### config.mk
export PLATFORM = sky130hd
export DESIGN_NAME = pll_lock_freq_monitor
export DESIGN_NICKNAME = d
export VERILOG_FILES = /design/src/rtl/pll_lock_freq_monitor.sv
export SDC_FILE = /design/constraint.sdc
export NUM_CORES = 1
export LEC_CHECK = 0
export CORE_ASPECT_RATIO = 1.4
export CORE_MARGIN = 4
export CORE_UTILIZATION = 58
export DETAILED_ROUTE_END_ITERATION = 10
export PLACE_DENSITY_LB_ADDON = 0.15
export SLEW_MARGIN = 20
export SYNTH_ARGS = -nofsm -noshare
export SYNTH_HDL_FRONTEND = slang
export SYNTH_SLANG_ARGS = --single-unit
### constraint.sdc
create_clock -name clk_tb -period 5.9 [get_ports clk_tb]
set_input_delay 1.475 -clock clk_tb [delete_from_list [all_inputs] [get_ports clk_tb]]
set_output_delay 1.475 -clock clk_tb [all_outputs]
set_load 0.01 [all_outputs]
### src/rtl/pll_lock_freq_monitor.sv
// PLL lock / frequency monitor: watches pll_lock for drops after first lock and, once lock has
// settled, counts rising edges of each PLL output over a fixed window against an expected count.
module pll_lock_freq_monitor #(
    parameter int NUM_CH        = 5,
    parameter int CNT_W         = 16,
    parameter int WIN_CYCLES    = 1000,
    parameter int SETTLE_CYCLES = 256,
    parameter int TOL           = 2,
    parameter int SYNC_STAGES   = 3,
    parameter int ERR_CNT_W     = 3
) (
    input  logic                    clk_tb,
    input  logic                    rst_n,
    input  logic                    chk_en,
    input  logic                    pll_lock,
    input  logic [NUM_CH-1:0]       clk_meas,
    input  logic [NUM_CH*CNT_W-1:0] exp_cnt,
    output logic [NUM_CH*CNT_W-1:0] meas_cnt,
    output logic                    meas_valid,
    output logic [NUM_CH-1:0]       err_vec,
    output logic                    lock_err,
    output logic                    err_chk,
    output logic [3:0]              lock_pulse_cnt,
    output logic [ERR_CNT_W-1:0]    results_cnt,
    output logic [2:0]              state
);

    localparam int WIN_W = $clog2(WIN_CYCLES + 1);
    localparam int SET_W = $clog2(SETTLE_CYCLES + 1);

    typedef enum logic [2:0] {
        IDLE      = 3'd0,
        WAIT_LOCK = 3'd1,
        SETTLE    = 3'd2,
        MEASURE   = 3'd3,
        COMPARE   = 3'd4
    } state_t;

    state_t r_state, w_state_nxt;

    logic [SYNC_STAGES-1:0]    r_lock_sync;
    logic [SYNC_STAGES-1:0]    r_clk_sync [NUM_CH];
    logic [CNT_W-1:0]          r_cnt      [NUM_CH];
    logic [CNT_W-1:0]          w_cnt_inc  [NUM_CH];
    logic [NUM_CH-1:0]         w_edge;
    logic [NUM_CH-1:0]         w_err;
    logic [NUM_CH*CNT_W-1:0]   r_exp;
    logic [NUM_CH*CNT_W-1:0]   r_meas_cnt;
    logic [NUM_CH-1:0]         r_err_vec;
    logic                      r_meas_valid;
    logic                      r_lock_err;
    logic                      r_err_chk;
    logic [3:0]                r_lock_pulse_cnt;
    logic [ERR_CNT_W-1:0]      r_results_cnt;
    logic [WIN_W-1:0]          r_win_tmr;
    logic [SET_W-1:0]          r_settle_tmr;

    logic w_lock_s, w_lock_rise, w_lock_fall;
    logic w_active, w_lock_drop, w_lock_evt, w_win_end, w_load_exp;

    function automatic logic [CNT_W-1:0] sat_inc(input logic [CNT_W-1:0] cnt, input logic inc);
        if (inc && (cnt != {CNT_W{1'b1}}))
            return cnt + CNT_W'(1);
        return cnt;
    endfunction

    // Signed difference one bit wider than the counters so any pair of counts is representable.
    function automatic logic out_of_tol(input logic [CNT_W-1:0] cnt, input logic [CNT_W-1:0] expv);
        logic signed [CNT_W:0] diff;
        logic        [CNT_W:0] mag;
        diff = $signed({1'b0, cnt}) - $signed({1'b0, expv});
        mag  = diff[CNT_W] ? -diff : diff;
        return mag > (CNT_W+1)'(TOL);
    endfunction

    assign w_lock_s    = r_lock_sync[SYNC_STAGES-1];
    assign w_lock_rise = ~r_lock_sync[SYNC_STAGES-1] &  r_lock_sync[SYNC_STAGES-2];
    assign w_lock_fall =  r_lock_sync[SYNC_STAGES-1] & ~r_lock_sync[SYNC_STAGES-2];
    assign w_active    = (r_state == SETTLE) || (r_state == MEASURE) || (r_state == COMPARE);
    assign w_lock_drop = w_active & w_lock_fall;
    assign w_lock_evt  = w_lock_drop & (r_lock_pulse_cnt != 4'd0);

    always_comb begin
        w_edge = '0;
        w_err  = '0;
        for (int i = 0; i < NUM_CH; i++) begin
            w_edge[i]    = ~r_clk_sync[i][SYNC_STAGES-1] & r_clk_sync[i][SYNC_STAGES-2];
            w_cnt_inc[i] = sat_inc(r_cnt[i], w_edge[i]);
            w_err[i]     = out_of_tol(w_cnt_inc[i], r_exp[i*CNT_W +: CNT_W]);
        end
    end

    // Next-state: enable loss dominates, then lock loss, then normal sequencing.
    always_comb begin
        w_state_nxt = r_state;
        if (!chk_en) begin
            w_state_nxt = IDLE;
        end else if (w_lock_drop) begin
            w_state_nxt = WAIT_LOCK;
        end else begin
            case (r_state)
                IDLE:      w_state_nxt = WAIT_LOCK;
                WAIT_LOCK: if (w_lock_s) w_state_nxt = SETTLE;
                SETTLE:    if (r_settle_tmr == SET_W'(SETTLE_CYCLES - 1)) w_state_nxt = MEASURE;
                MEASURE:   if (r_win_tmr == WIN_W'(WIN_CYCLES - 1)) w_state_nxt = COMPARE;
                COMPARE:   w_state_nxt = MEASURE;
                default:   w_state_nxt = IDLE;
            endcase
        end
    end

    assign w_win_end  = (r_state == MEASURE) && (w_state_nxt == COMPARE);
    assign w_load_exp = (w_state_nxt == MEASURE) && (r_state != MEASURE);

    always_ff @(posedge clk_tb or negedge rst_n) begin
        if (!rst_n) begin
            r_state     <= IDLE;
            r_lock_sync <= '0;
            for (int i = 0; i < NUM_CH; i++) r_clk_sync[i] <= '0;
        end else begin
            r_state     <= w_state_nxt;
            r_lock_sync <= {r_lock_sync[SYNC_STAGES-2:0], pll_lock};
            for (int i = 0; i < NUM_CH; i++)
                r_clk_sync[i] <= {r_clk_sync[i][SYNC_STAGES-2:0], clk_meas[i]};
        end
    end

    // Window counters only run in MEASURE; any other state (incl. COMPARE) discards edges.
    always_ff @(posedge clk_tb or negedge rst_n) begin
        if (!rst_n) begin
            for (int i = 0; i < NUM_CH; i++) r_cnt[i] <= '0;
            r_win_tmr    <= '0;
            r_settle_tmr <= '0;
            r_exp        <= '0;
        end else begin
            for (int i = 0; i < NUM_CH; i++)
                r_cnt[i] <= (r_state == MEASURE) ? w_cnt_inc[i] : '0;
            r_win_tmr    <= (r_state == MEASURE) ? r_win_tmr + WIN_W'(1) : '0;
            r_settle_tmr <= (r_state == SETTLE) ? r_settle_tmr + SET_W'(1) : '0;
            if (w_load_exp)
                r_exp <= exp_cnt;
        end
    end

    // Results are captured on the last window cycle so they are already valid during COMPARE.
    always_ff @(posedge clk_tb or negedge rst_n) begin
        if (!rst_n) begin
            r_meas_cnt       <= '0;
            r_err_vec        <= '0;
            r_meas_valid     <= 1'b0;
            r_lock_err       <= 1'b0;
            r_err_chk        <= 1'b0;
            r_lock_pulse_cnt <= '0;
            r_results_cnt    <= '0;
        end else begin
            r_meas_valid <= w_win_end;
            if (w_win_end) begin
                for (int i = 0; i < NUM_CH; i++)
                    r_meas_cnt[i*CNT_W +: CNT_W] <= w_cnt_inc[i];
                r_err_vec <= w_err;
            end
            r_err_chk  <= ((r_state == COMPARE) && (|r_err_vec)) || w_lock_evt;
            r_lock_err <= r_lock_err | w_lock_evt;
            if (r_err_chk && (r_results_cnt != {ERR_CNT_W{1'b1}}))
                r_results_cnt <= r_results_cnt + ERR_CNT_W'(1);
            if (w_lock_rise && (r_lock_pulse_cnt != 4'hF))
                r_lock_pulse_cnt <= r_lock_pulse_cnt + 4'd1;
        end
    end

    assign meas_cnt       = r_meas_cnt;
    assign meas_valid     = r_meas_valid;
    assign err_vec        = r_err_vec;
    assign lock_err       = r_lock_err;
    assign err_chk        = r_err_chk;
    assign lock_pulse_cnt = r_lock_pulse_cnt;
    assign results_cnt    = r_results_cnt;
    assign state          = r_state;

endmodule

==> metrics.log <==
[metrics] Setup Slack @ Placement: 0.295 ns
[metrics] aggregate negative setup slack: 0 ns
[metrics] top achievable clock speed: about 180 MHz
[metrics] clock tree from TritonCTS: done
[metrics] worst setup slack after layout: 0.348 ns
[metrics] depth of the worst hold-timing path: 0
[metrics] part of the cycle the worst path needs: 94.1%
[metrics] async set-reset flop share out of synthesis: 100%
[metrics] Routed WL per cell: 17.3 um
[metrics] global-route total usage across every layer: 26.1%
[metrics] net count reported at finish: 2465
[metrics] worst min-delay path endpoint: r_clk_sync[13]
[metrics] x dimension of the die: approximately 160 um
[metrics] synth unique cells: roughly 90
[metrics] Reg-to-Reg End: err_vec[4]
[metrics] number of buffers inserted by port buffering: 186
[metrics] transition time of the tightest slew-check pin: 1.08 ns
[metrics] Setup violations, final: 0
[metrics] diode count: 0
[metrics] number of clock buffers inserted by TritonCTS: 29
[metrics] placed cells: 2638
[metrics] final HPWL from detailed placement: 34.4 mm
[metrics] via density per instance: roughly 5.9
[metrics] initial detailed-routing violation count: 783
[metrics] power density of the placed cells: 329 nW/um2
[metrics] root buffer cell: sky130_fd_sc_hd__clkbuf_16
[metrics] remaining max-slew budget at the tightest pin: between 20% and 30%
[metrics] maximum root-to-sink buffer count: 3
[metrics] ANT nets after route: 0
[metrics] area of the core: roughly 32000 um2
[metrics] number of max-capacitance violations reported: 0
[metrics] IO Pins: 187
[metrics] combined area of the multi-input logic cells: slightly above 10000 um2
[metrics] arrival time worst endpoint: around 6.0 ns
[metrics] Layout fillers: approximately 2500
[metrics] Worst-path clk slew: about 0.06 ns
[metrics] worst min path class: reg2reg
[metrics] sequential area share after synthesis: 39.4%
[metrics] Synth warnings: 0
[metrics] worst setup slack for register-to-register paths: 0.35 ns
[metrics] count of endpoints failing hold in the final timing report: 0
[metrics] area growth from synthesis to layout: 18.0%
[metrics] Worst EP required: 6.36 ns
[metrics] Syn Std Cell Area: 18700 um2
[metrics] category of the critical setup timing path: reg2reg
[metrics] Max VDD drop: 0.275 mV
[metrics] Post-CTS Repair Setup Buffers: 0
[metrics] number of flip-flops and latches in the synthesized netlist: 295
[metrics] sequential standard cell area: 7380 um2
[metrics] share of final-layout standard cells stronger than drive strength 1: 8.62%
[metrics] final WL: about 47 mm
[metrics] worst-case clock skew: 0.0113 ns
[metrics] crit path capture type: register
[metrics] Core Util, Final: 69.8%
[metrics] final-report max-slew violation count: 0
[metrics] worst hold start: r_clk_sync[12]
[metrics] number of antenna violations at the first check in global routing: 1
[metrics] CTS Hold Buffers Added: 0
[metrics] effective utilization at floorplan: 59.1%
[metrics] kind of launch point of the worst setup path: register
[metrics] ys flop type: sky130_fd_sc_hd__dfrtp_1
[metrics] placed standard-cell area: 21100 um2
[metrics] vias in the first global route: 15900
[metrics] Final Instance Area: around 22000 um2
[metrics] largest cells by area after synthesis: sky130_fd_sc_hd__dfrtp_1 39%, sky130_fd_sc_hd__ha_1 6.5%, sky130_fd_sc_hd__mux2_2 5.1%
[metrics] die area: 35300 um2
[metrics] die span in y: roughly 220 um
[metrics] number of resized instances in the post-cts repair step: 0
[metrics] number of cells in the finished layout apart from fillers: around 2700
[metrics] via count: roughly 16000
[metrics] tightest hold margin: 0.350 ns
[metrics] result of the run: complete, no violations
[metrics] R2R depth: 18
[metrics] number of enable-type register cells in the synthesized netlist: 0
[metrics] final weighted congestion in routability-driven placement: 0.890
[metrics] worst setup path start: r_cnt[2]
[metrics] remaining design rule violation count: 0
[metrics] pin count of the biggest net entering global routing: 107
[metrics] Congestion Overflow GR: 0
[metrics] net count after synthesis: about 2300
[metrics] top-count cell post-synth: sky130_fd_sc_hd__dfrtp_1
[metrics] H-tree Lvls: 1
[metrics] area share of the leading cell type in the synthesized netlist: 39.4%
[metrics] leakage component of the power: roughly 10 nW
[metrics] synthesized instance count: 2103
[metrics] Design Power: 7.28 mW
[metrics] clock insertion delay at the later pin of the skew report: 0.57 ns
[metrics] average size of a mapped cell: between 8 and 9 um2
[metrics] Synth top cells by count: 295 x sky130_fd_sc_hd__dfrtp_1, 209 x sky130_fd_sc_hd__inv_1, 199 x sky130_fd_sc_hd__nor2_1
[metrics] final critical-path required period: 5.55 ns
[metrics] Num Clock Sinks: ~300
[metrics] first drt pass iteration count: 7
[metrics] number of placement rows: 77
[metrics] Synth area leader: sky130_fd_sc_hd__dfrtp_1
[metrics] global-route wire length before repair: 76.8 mm
[metrics] crit-path max FO: 6
[metrics] startpoint of the worst-slack reg-to-reg timing path: r_cnt[2]
==> flip-flops by register name, summed over array words and instances (netlist names) <==
name	cells
meas_cnt	80
r_win_tmr	10
lock_pulse_cnt	4
state	3
r_cnt	80
meas_valid	1
r_clk_sync	15
err_chk	1
results_cnt	3
r_settle_tmr	9
r_lock_sync	3
r_exp	80
lock_err	1
err_vec	5
==> cells in the final DEF, fill, tap and decap left out, types with 33 or more instances in the layout <==
cell	instances
sky130_fd_sc_hd__inv_1	209
sky130_fd_sc_hd__nand4_1	33
sky130_fd_sc_hd__o21ai_0	139
sky130_fd_sc_hd__xor2_1	70
sky130_fd_sc_hd__dfrtp_1	295
sky130_fd_sc_hd__a21oi_1	79
sky130_fd_sc_hd__nor2_1	199
sky130_fd_sc_hd__mux2_2	85
sky130_fd_sc_hd__nand3_1	55
sky130_fd_sc_hd__ha_1	97
sky130_fd_sc_hd__clkdlybuf4s50_1	185
sky130_fd_sc_hd__xnor2_1	73
sky130_fd_sc_hd__nor3_1	43
sky130_fd_sc_hd__nand2_1	194
==> layer usage <==
layer  GRT usage (%)  share of wire (%)
met5               0              0.026
met1            30.3                 41
met3            3.50                3.9
met2            48.8                 51
met4            10.1                3.9
==> where the power goes <==
| part | internal, mW | switching (mW) | leakage (nW) |
|---|---|---|---|
| sequential | 2.27 | 0.150 | 3.91 |
| combinational | 1.24 | 1.65 | 5.96 |
| clock | 1.17 | 0.792 | 0.503 |
| total | 4.68 | 2.59 | 10.4 |
==> area by class of cell <==
| class | instances | share of cell area, % |
|---|---|---|
| inverter | 209 | 3.55 |
| clock buffer | 46 | 4.07 |
| clock inverter | 8 | 0.566 |
| sequential | 295 | 33.4 |
| tap | 395 | 2.23 |
| multi-input combinational | 1531 | 46.9 |
| timing repair buffer | 208 | 9.30 |
==> worst max-delay path, stage by stage, from the launching register on <==
cell and delay (ns):
sky130_fd_sc_hd__dfrtp_1 0.41, sky130_fd_sc_hd__and4_1 0.27, sky130_fd_sc_hd__nand4_1 0.13, sky130_fd_sc_hd__nor2_1 0.22, sky130_fd_sc_hd__nand4_1 0.14, sky130_fd_sc_hd__or2_2 0.31
sky130_fd_sc_hd__o21ai_2 0.28, sky130_fd_sc_hd__mux2i_1 0.38, sky130_fd_sc_hd__inv_1 0.14, sky130_fd_sc_hd__fa_1 0.50, sky130_fd_sc_hd__a211o_1 0.34, sky130_fd_sc_hd__a211o_1 0.30
sky130_fd_sc_hd__a21oi_1 0.18, sky130_fd_sc_hd__o21a_1 0.21, sky130_fd_sc_hd__xor2_1 0.41, sky130_fd_sc_hd__nand3_1 0.23, sky130_fd_sc_hd__o41ai_1 0.45, sky130_fd_sc_hd__o311ai_0 0.22
sky130_fd_sc_hd__o31a_1 0.31
==> logic make-up after synthesis <==
logic type	Yosys count	share of synthesized area [%]
AND/OR/NAND/NOR	711	18.4
adder cells (fa/ha/maj)	102	7.01
multiplexers	100	5.91
buffers and inverters	277	5.61
flip-flops	295	39.4
AO/OA/AOI/OAI	475	17.0
XOR/XNOR	143	6.68
==> worst max path at each step <==
| stage | depth (start not counted) | endpoint | slack, ns |
|---|---|---|---|
| finish | 18 | err_vec[4] | 0.35 |
| global route | 18 | err_vec[0] | -0.02 |
| CTS | 19 | err_vec[0] | 0.30 |
| detailed placement | 19 | err_vec[0] | 0.30 |
| global placement | 19 | err_vec[0] | 0.51 |
| floorplan | 20 | err_vec[1] | 0.90 |
(Power assumes the default switching activity.)
